<file path="src/rtl/spi_reg_bank.sv">
// -----------------------------------------------------------------------------
// spi_reg_bank
//
// SPI mode-0 peripheral in front of a bank of NUM_REGS configuration registers
// of DATA_W bits each. A frame is sent MSB first as {rw, addr, data}, where
// rw = 1 means write and rw = 0 means read. Writes are committed when cs_n
// rises, and only if the frame is well formed. Reads return the addressed
// register on CIPO during the data phase of the same frame.
//
// All SPI pins are asynchronous to clk. They pass through a synchroniser and
// are oversampled, so clk must run at least 8x faster than sclk.
//
// Optional feature (compile-time macro SPI_STATUS_EN):
//   When defined, a read-only status register sits at address NUM_REGS. It
//   holds a saturating 8-bit count of discarded write frames. When the macro
//   is undefined, that address behaves like any other unimplemented address.
//
// Ports
//   clk        in   system clock
//   rst_n      in   asynchronous active-low reset
//   sclk       in   SPI clock (async, idle low)
//   cs_n       in   SPI chip select, active low (async)
//   copi       in   SPI controller-out data (async)
//   cipo       out  SPI peripheral-out data; 0 when not returning read data
//   cipo_oe    out  CIPO pad output enable, follows synchronised !cs_n
//   regs_flat  out  register contents, register k at [k*DATA_W +: DATA_W]
//   wr_strobe  out  one-clk pulse after each committed write
//   wr_addr    out  address of the last committed write
//
// Handshake: there is no valid/ready pair on this block. regs_flat is always
// valid. A commit updates regs_flat and wr_addr on the same clk edge that
// raises wr_strobe, and wr_strobe stays high for exactly one clk.
// -----------------------------------------------------------------------------
module spi_reg_bank #(
    parameter int ADDR_W      = 7,
    parameter int DATA_W      = 8,
    parameter int NUM_REGS    = 5,
    parameter int SYNC_STAGES = 2
) (
    input  logic                         clk,
    input  logic                         rst_n,
    input  logic                         sclk,
    input  logic                         cs_n,
    input  logic                         copi,
    output logic                         cipo,
    output logic                         cipo_oe,
    output logic [NUM_REGS*DATA_W-1:0]   regs_flat,
    output logic                         wr_strobe,
    output logic [ADDR_W-1:0]            wr_addr
);

    localparam int FRAME_LEN = 1 + ADDR_W + DATA_W;
    localparam int SH_W      = ADDR_W + DATA_W;
    localparam int CNT_W     = $clog2(FRAME_LEN + 2);
    localparam int AW1       = ADDR_W + 1;
    localparam int FL_W      = $clog2(SYNC_STAGES + 2);

    localparam logic [CNT_W-1:0] CNT_ADDR   = CNT_W'(ADDR_W);
    localparam logic [CNT_W-1:0] CNT_FULL   = CNT_W'(FRAME_LEN);
    localparam logic [CNT_W-1:0] CNT_OVER   = CNT_W'(FRAME_LEN + 1);
    localparam logic [AW1-1:0]   NUM_REGS_X = AW1'(NUM_REGS);
    localparam logic [FL_W-1:0]  FLUSH_DONE = FL_W'(SYNC_STAGES + 1);

    // ------------------------------------------------------------------
    // Input synchronisers. The reset values model an idle bus.
    // ------------------------------------------------------------------
    logic [SYNC_STAGES-1:0] sclk_sync_q;
    logic [SYNC_STAGES-1:0] cs_sync_q;
    logic [SYNC_STAGES-1:0] copi_sync_q;
    logic                   sclk_hist_q;
    logic                   cs_hist_q;

    always_ff @(posedge clk or negedge rst_n) begin
        if (!rst_n) begin
            sclk_sync_q <= '0;
            cs_sync_q   <= '1;
            copi_sync_q <= '0;
            sclk_hist_q <= 1'b0;
            cs_hist_q   <= 1'b1;
        end else begin
            sclk_sync_q <= {sclk_sync_q[SYNC_STAGES-2:0], sclk};
            cs_sync_q   <= {cs_sync_q[SYNC_STAGES-2:0], cs_n};
            copi_sync_q <= {copi_sync_q[SYNC_STAGES-2:0], copi};
            sclk_hist_q <= sclk_sync_q[SYNC_STAGES-1];
            cs_hist_q   <= cs_sync_q[SYNC_STAGES-1];
        end
    end

    logic sclk_s, cs_s, copi_s;
    logic sclk_rise, sclk_fall, cs_fall, cs_rise;

    assign sclk_s    = sclk_sync_q[SYNC_STAGES-1];
    assign cs_s      = cs_sync_q[SYNC_STAGES-1];
    assign copi_s    = copi_sync_q[SYNC_STAGES-1];
    assign sclk_rise =  sclk_s & ~sclk_hist_q;
    assign sclk_fall = ~sclk_s &  sclk_hist_q;
    assign cs_fall   = ~cs_s   &  cs_hist_q;
    assign cs_rise   =  cs_s   & ~cs_hist_q;

    // ------------------------------------------------------------------
    // State
    // ------------------------------------------------------------------
    logic                         armed_q,     armed_d;
    logic                         rw_q,        rw_d;
    logic [CNT_W-1:0]             bit_cnt_q,   bit_cnt_d;
    logic [SH_W-1:0]              shift_q,     shift_d;
    logic [DATA_W-1:0]            rd_sh_q,     rd_sh_d;
    logic                         cipo_q,      cipo_d;
    logic [NUM_REGS*DATA_W-1:0]   regs_q,      regs_d;
    logic                         wr_strobe_q, wr_strobe_d;
    logic [ADDR_W-1:0]            wr_addr_q,   wr_addr_d;
    logic [FL_W-1:0]              flush_q,     flush_d;
    logic                         idle_seen_q, idle_seen_d;

`ifdef SPI_STATUS_EN
    logic [7:0]                   err_cnt_q,   err_cnt_d;
`endif

    logic [SH_W-1:0]   shift_next;
    logic [ADDR_W-1:0] rd_addr;
    logic [DATA_W-1:0] rd_data;
    logic [ADDR_W-1:0] frame_addr;
    logic [DATA_W-1:0] frame_data;
    logic              addr_in_range;
    logic              commit;

    // The rw bit is held in rw_q, so shift_q only collects {addr, data}.
    // Once the frame is exactly FRAME_LEN bits, shift_q holds {addr, data}.
    assign shift_next    = {shift_q[SH_W-2:0], copi_s};
    assign rd_addr       = shift_next[ADDR_W-1:0];
    assign frame_addr    = shift_q[DATA_W +: ADDR_W];
    assign frame_data    = shift_q[DATA_W-1:0];
    assign addr_in_range = ({1'b0, frame_addr} < NUM_REGS_X);

    // Readback mux. Unimplemented addresses read as zero.
    always_comb begin
        rd_data = '0;
        for (int k = 0; k < NUM_REGS; k++) begin
            if ({1'b0, rd_addr} == AW1'(k)) begin
                rd_data = regs_q[k*DATA_W +: DATA_W];
            end
        end
`ifdef SPI_STATUS_EN
        if ({1'b0, rd_addr} == NUM_REGS_X) begin
            rd_data = DATA_W'(err_cnt_q);
        end
`endif
    end

    // After reset the synchronised cs_n reads high even if the pin is low.
    // A release with the pin low would therefore look like a cs_n fall in
    // the middle of a frame. Arming is held off until the pipeline has
    // flushed and cs_n has been seen genuinely high.
    always_comb begin
        flush_d     = (flush_q == FLUSH_DONE) ? flush_q : flush_q + 1'b1;
        idle_seen_d = idle_seen_q | ((flush_q == FLUSH_DONE) & cs_s);
    end

    always_comb begin
        armed_d     = armed_q;
        rw_d        = rw_q;
        bit_cnt_d   = bit_cnt_q;
        shift_d     = shift_q;
        rd_sh_d     = rd_sh_q;
        cipo_d      = cipo_q;
        regs_d      = regs_q;
        wr_strobe_d = 1'b0;
        wr_addr_d   = wr_addr_q;
        commit      = 1'b0;

        if (cs_fall && idle_seen_q) begin
            armed_d   = 1'b1;
            rw_d      = 1'b0;
            bit_cnt_d = '0;
            shift_d   = '0;
            rd_sh_d   = '0;
            cipo_d    = 1'b0;
        end else if (cs_rise) begin
            armed_d = 1'b0;
            rd_sh_d = '0;
            cipo_d  = 1'b0;
            commit  = armed_q && rw_q && (bit_cnt_q == CNT_FULL) && addr_in_range;
            if (commit) begin
                for (int k = 0; k < NUM_REGS; k++) begin
                    if (frame_addr == ADDR_W'(k)) begin
                        regs_d[k*DATA_W +: DATA_W] = frame_data;
                    end
                end
                wr_addr_d   = frame_addr;
                wr_strobe_d = 1'b1;
            end
        end else if (armed_q && !cs_s) begin
            if (sclk_rise && (bit_cnt_q != CNT_OVER)) begin
                bit_cnt_d = bit_cnt_q + 1'b1;
                if (bit_cnt_q == '0) begin
                    rw_d = copi_s;
                end else begin
                    shift_d = shift_next;
                end
                // This sample completes the address field.
                if ((bit_cnt_q == CNT_ADDR) && !rw_q) begin
                    rd_sh_d = rd_data;
                end
            end else if (sclk_fall) begin
                // Zeros are shifted in behind the data, so cipo returns to 0
                // once the whole byte has gone out.
                cipo_d  = rd_sh_q[DATA_W-1];
                rd_sh_d = {rd_sh_q[DATA_W-2:0], 1'b0};
            end
        end
    end

`ifdef SPI_STATUS_EN
    // Counts every armed write frame that ends without a commit.
    always_comb begin
        err_cnt_d = err_cnt_q;
        if (cs_rise && armed_q && rw_q && !commit && (err_cnt_q != 8'hFF)) begin
            err_cnt_d = err_cnt_q + 8'd1;
        end
    end

    always_ff @(posedge clk or negedge rst_n) begin
        if (!rst_n) begin
            err_cnt_q <= '0;
        end else begin
            err_cnt_q <= err_cnt_d;
        end
    end
`endif

    always_ff @(posedge clk or negedge rst_n) begin
        if (!rst_n) begin
            armed_q     <= 1'b0;
            rw_q        <= 1'b0;
            bit_cnt_q   <= '0;
            shift_q     <= '0;
            rd_sh_q     <= '0;
            cipo_q      <= 1'b0;
            regs_q      <= '0;
            wr_strobe_q <= 1'b0;
            wr_addr_q   <= '0;
            flush_q     <= '0;
            idle_seen_q <= 1'b0;
        end else begin
            armed_q     <= armed_d;
            rw_q        <= rw_d;
            bit_cnt_q   <= bit_cnt_d;
            shift_q     <= shift_d;
            rd_sh_q     <= rd_sh_d;
            cipo_q      <= cipo_d;
            regs_q      <= regs_d;
            wr_strobe_q <= wr_strobe_d;
            wr_addr_q   <= wr_addr_d;
            flush_q     <= flush_d;
            idle_seen_q <= idle_seen_d;
        end
    end

    assign cipo      = cipo_q;
    assign cipo_oe   = ~cs_s;
    assign regs_flat = regs_q;
    assign wr_strobe = wr_strobe_q;
    assign wr_addr   = wr_addr_q;

endmodule

</file>
<file path="config.mk">
export PLATFORM = sky130hd
export DESIGN_NAME = spi_reg_bank
export DESIGN_NICKNAME = d
export VERILOG_FILES = /design/src/rtl/spi_reg_bank.sv
export SDC_FILE = /design/constraint.sdc
export NUM_CORES = 1
export LEC_CHECK = 0
export BUFFER_PORTS_ARGS = -buffer_cell sky130_fd_sc_hd__buf_2
export CORE_MARGIN = 3
export CORE_UTILIZATION = 35
export CTS_CLUSTER_DIAMETER = 100
export DETAILED_ROUTE_END_ITERATION = 12
export GPL_TIMING_DRIVEN = 0
export PLACE_DENSITY_LB_ADDON = 0.12
export SYNTH_ARGS = -nofsm -noshare
export SYNTH_HDL_FRONTEND = slang
export SYNTH_SLANG_ARGS = --single-unit
</file>
<file path="constraint.sdc">
create_clock -name clk -period 2.8 [get_ports clk]
set_clock_uncertainty 0.15 [all_clocks]
set_input_delay 0.28 -clock clk [delete_from_list [all_inputs] [get_ports clk]]
set_output_delay 0.28 -clock clk [all_outputs]
set_load 0.03 [all_outputs]
</file>
## Word level (Yosys, flattened, before mapping)

Cells that the tools add are included.
Widths: inputs -> output; s select.

- Add/subtract/negate cells: 2
- $lt $le $gt $ge: 1
- Equality and inequality tests: 16
- Mux-type cells: 35
- Bitwise logic cells: 11
- Reductions and logical operators: 30

Operators with widths:

| cell | count |
|---|---|
| $mux 8 | 11 |
| $mux 15 | 5 |
| $eq 7x2->1 const B | 4 |
| $reduce_and 4->1 | 7 |
| $mux 5 | 4 |
| $mux 1 | 15 |
| $eq 7x1->1 const B | 2 |
| $eq 7x3->1 const B | 2 |
| $logic_not 7->1 | 2 |
| $reduce_and 3->1 | 4 |
| $reduce_bool 2->1 | 4 |
| $logic_and 1x1->1 | 7 |
| $lt 7x3->1 const B | 1 |
| $reduce_bool 3->1 | 2 |
| $add 5x1->5 const B | 1 |
| $and 1x1->1 | 5 |
| $eq 5x3->1 const B | 1 |
| $eq 5x5->1 const B | 1 |
| $logic_not 5->1 | 1 |
| $ne 5x5->1 const B | 1 |
| $not 1->1 | 5 |
| $ne 4x3->1 const B | 1 |
| $reduce_bool 4->1 | 1 |
| $ne 3x3->1 const B | 1 |
| 6 further kinds | 7 |

- Register bits after elaboration: 90
- Input bits: 5
- Output and inout port bits: 50
- Logic and storage cells: 115

## Logic depth before layout (Yosys ltp)

- Word-level depth: 11
- Depth in mapped cells: 8
- Depth with buffers taken out: 6

## Least setup slack after synthesis

OpenSTA, ideal clock, no wires.

- Path type: register to register
- Start: register bit_cnt_q[0]
- End: register regs_q[0] (netlist: regs_flat[0])
- Library setup time: 125 ps
- Arrival: 2201 ps
- Required time: 2525 ps
- Path slack: 324 ps
- Cell stages (with the launch flop): 8
- Buffers on the path: 1
- Period minus slack after synthesis: 2476 ps
- Cells stage by stage: dfrtp_1 inv_1 ha_1 or3b_2 nor4_4 and3b_2 buf_4 mux2_2

- Word-level cells in the longest chain between the ends: 4

Ends and longest elaborated chain:

| element | line | text |
|---|---|---|
| from (decl) | 105 | `logic [CNT_W-1:0] bit_cnt_q, bit_cnt_d;` |
| from (signal assigned) | 247 | `bit_cnt_q <= bit_cnt_d;` |
| $eq 5x5->1 | 182 | `commit = armed_q && rw_q && (bit_cnt_q == CNT_FULL) && addr_in_range;` |
| $logic_and 1x1->1 (2 in a row) | 182 |  |
| $reduce_and 4->1 (no source line) | n/a |  |
| to (signal assigned) | 251 | `regs_q <= regs_d;` |
| to (decl) | 109 | `logic [NUM_REGS*DATA_W-1:0] regs_q, regs_d;` |

Every way passes these cells.
A chain may end at the register's enable or synchronous reset.

## Final worst setup path

- Start: register bit_cnt_q[0]
- End: register regs_q[28] (netlist: regs_flat[28])

The elaborated chain is that of the path after synthesis.

==> impl_metrics.tcl <==
set metrics [dict create \
    status "finished, final reports clean" \
    hp-class "flop to flop" \
    fillCellCount 1065 \
    clock-sinks 90 \
    fin_area_um2 5030 \
    slew_violations 0 \
    multi_input_area_um2 1790 \
    die_width_um 115 \
    async_reset_ff_frac 1.00 \
    area_growth_syn_to_layout_pct 21.5 \
    initial_core_util 0.361 \
    grt_overflow 0 \
    grt_pass1_wl_mm 16.1 \
    drt_iter0_drc 139 \
    placementRows 39 \
    max_freq_ghz 0.381 \
    path_max_fanout 8 \
    path_class "flop to flop" \
    grt_pass1_vias 2819 \
    ys_seq_area_frac 0.545 \
    synth_edf_count 0 \
    netlist-cell-type-count 51 \
    postPlaceCellArea_um2 4620 \
    wl_per_cell_um 18.5 \
    place_hpwl_mm 6.68 \
    die_area_um2 13200 \
    portBuffers 54 \
    netlist_area_um2 4140 \
    drv_cap 0 \
    seq_area_um2 2260 \
    clk_pin_slew_ns 0.06 \
    avgViaCountPerCell 5.17 \
    cts_max_level 3 \
    critPathLaunchType "flop" \
    setup_tns_ns 0 \
    die_h_um 115 \
    ir_drop_uv 317 \
    place.gp.congestion 0.777 \
    hp-start "copi_sync_q[0]" \
    vias 2826 \
    setup_viol 0 \
    fin_crit_ns 2.62 \
    syn_avg_cell_area_um2 12.7 \
    clk_path_buf_depth 2 \
    power-per-cell-area_nw_per_um2 537 \
    timing.critical_path.from "bit_cnt_q[0]" \
    layout.nets 409 \
    tritoncts "built" \
    root_buffer "clkbuf_16" \
    p_leak_nw 2.38 \
    relSlewSlack 0.484 \
    placed_cells 525 \
    grt.total_usage 0.162 \
    ys.flop_type "dfrtp_1" \
    numCtsBuffers 9 \
    worstSetupEndpointType "flop" \
    post-route-util 0.438 \
    syn_nets 336 \
    fin_crit_sh 0.937 \
    postSynthRegisterBits 90 \
    drtAntennaViolNets 0 \
    antenna_found_initial 0 \
    drt-total-wl_mm 10.1 \
    drive_above_1_share 0.349 \
    diodes 0 \
    yosys_warnings 0 \
    core-area_um2 11500 \
    crit_required_ns 2.88 \
    drc 0 \
    dr.pass1.iters 4 \
    tightest_slew_ns 0.775 \
    clock_latency_ns 0.35 \
    r2r_start "bit_cnt_q[0]" \
    pin_count 55 \
    hold_violations 0 \
    rsz0062_at_grt "no" \
    arrival_ns 2.71 \
    synthCells 327 \
    stdcell_count 547 \
    grt_max_degree 59 \
]
==> flip-flops by register name, indices dropped and copies added (netlist names) <==
signal and count:
wr_strobe 1, flush_q 2, regs_flat 40, copi_sync_q 2, wr_addr 7, rw_q 1
rd_sh_q 8, sclk_hist_q 1, cipo 1, sclk_sync_q 2, cs_hist_q 1, armed_q 1
cs_sync_q 2, bit_cnt_q 5, shift_q 15, idle_seen_q 1
==> area by class of cell <==
cell class                      instances  share of cell area
Clock inverter                          4              0.0102
Buffer                                 20              0.0226
Inverter                                5             0.00373
Sequential cell                        90               0.449
Multi-Input combinational cell        212               0.357
Timing Repair Buffer                   62              0.0722
Clock buffer                           11              0.0503
Tap cell                              143              0.0356
==> worst paths after layout <==
check                                      end  slack (ns)  cells past startpoint
worst max-delay path             regs_flat[28]        0.18                      8
worst min-delay path            copi_sync_q[1]        0.20                      0
worst max register to register   regs_flat[28]        0.18                      8
worst min register to register  copi_sync_q[1]        0.20                      0
max in group asynchronous            cs_hist_q        1.51                      3
min in group asynchronous          shift_q[13]        0.28                      2
==> synthesized netlist by cell type, drive strengths merged (5+ instances only) <==
library cell	count	area [um2]
and2	5	31.3
dfrtp	87	2180
o21a	6	45.0
mux2	42	473
inv	5	18.8
o22a	5	43.8
nand2b	6	37.5
o211ai	14	105
mux2i	32	320
nor4	6	58.8
nor3	6	30.0
nand3b	6	45.0
clkbuf	11	61.3
nor2	31	116
buf	9	52.5
xnor2	5	43.8
nand3	9	50.1
==> power by group <==
part | switching [mW] | leakage [nW] | internal (mW) | total (mW)
registers | 0.0127 | 1.22 | 1.31 | 1.33
logic | 0.0912 | 1.01 | 0.0433 | 0.135
clock network | 0.504 | 0.148 | 0.735 | 1.24
==> layer usage <==
| metal | track usage | part of all wire | wire length [um] |
|---|---|---|---|
| met5 | 0 | 0 | 0 |
| met4 | 0.0540 | 0.014 | 139 |
| met3 | 0.0395 | 0.039 | 392 |
| met2 | 0.243 | 0.45 | 4540 |
| met1 | 0.232 | 0.50 | 5030 |
==> cells by family (layout without fill, tap and decap cells) <==
logic type / after synthesis / after routing / share of synthesized area
flip-flops: 90 / 90 / 0.545
adder cells (fa/ha/maj): 4 / 4 / 0.0121
AND/OR/NAND/NOR: 87 / 87 / 0.129
AO/OA/AOI/OAI: 42 / 42 / 0.0798
multiplexers: 74 / 74 / 0.192
buffers and inverters: 25 / 102 / 0.0320
XOR/XNOR: 5 / 5 / 0.0106
==> through the flow <==
| stage | worst slack [ns] | total power [mW] | hold slack (ns) |
|---|---|---|---|
| global route | 0.0695 | 2.82 | 0.211 |
| detailed placement | -0.124 | 1.48 | 0.124 |
| CTS | -0.0628 | 2.74 | 0.199 |
| global placement | -0.102 | 1.48 | 0.182 |
| floorplan | 0.324 | 1.42 | -0.166 |
| finish | 0.177 | 2.70 | 0.197 |
==> placed cells by master (no fill, tap or decap), types with 3 or more instances in the layout <==
cell	n
mux2i_1	32
nand3b_1	6
dfrtp_1	87
and2_1	5
nor3_1	6
inv_1	5
o21a_1	6
ha_1	4
nor4_1	4
buf_1	3
o21ai_0	4
nand2_1	3
dfstp_2	3
buf_2	56
xnor2_1	5
mux2_2	42
nand2b_1	6
buf_4	6
nor2_1	31
dlygate4sd3_1	4
o22a_1	5
o211ai_1	14
clkbuf_16	9
nand3_1	8
clkbuf_1	9
clkbuf_8	4
==> worst max-delay path: stages, from the launching register on <==
cell and delay (ns):
dfrtp_1 0.44, inv_1 0.08, ha_1 0.16, or3b_2 0.49, nor4_4 0.26, buf_4 0.19
buf_4 0.13, nand4_4 0.24, mux2_2 0.36
==> repair_timing <==
action                                  in CTS  in global routing
hold buffers                                 4                  0
endpoints found under the hold margin       33                  0
cloned                                       0                  0
buffers inserted                             0                  3
pin swaps                                    0                  1
gates resized for setup                      2                  3
endpoints found under the setup margin      22                 52
(Power assumes the default switching activity.)
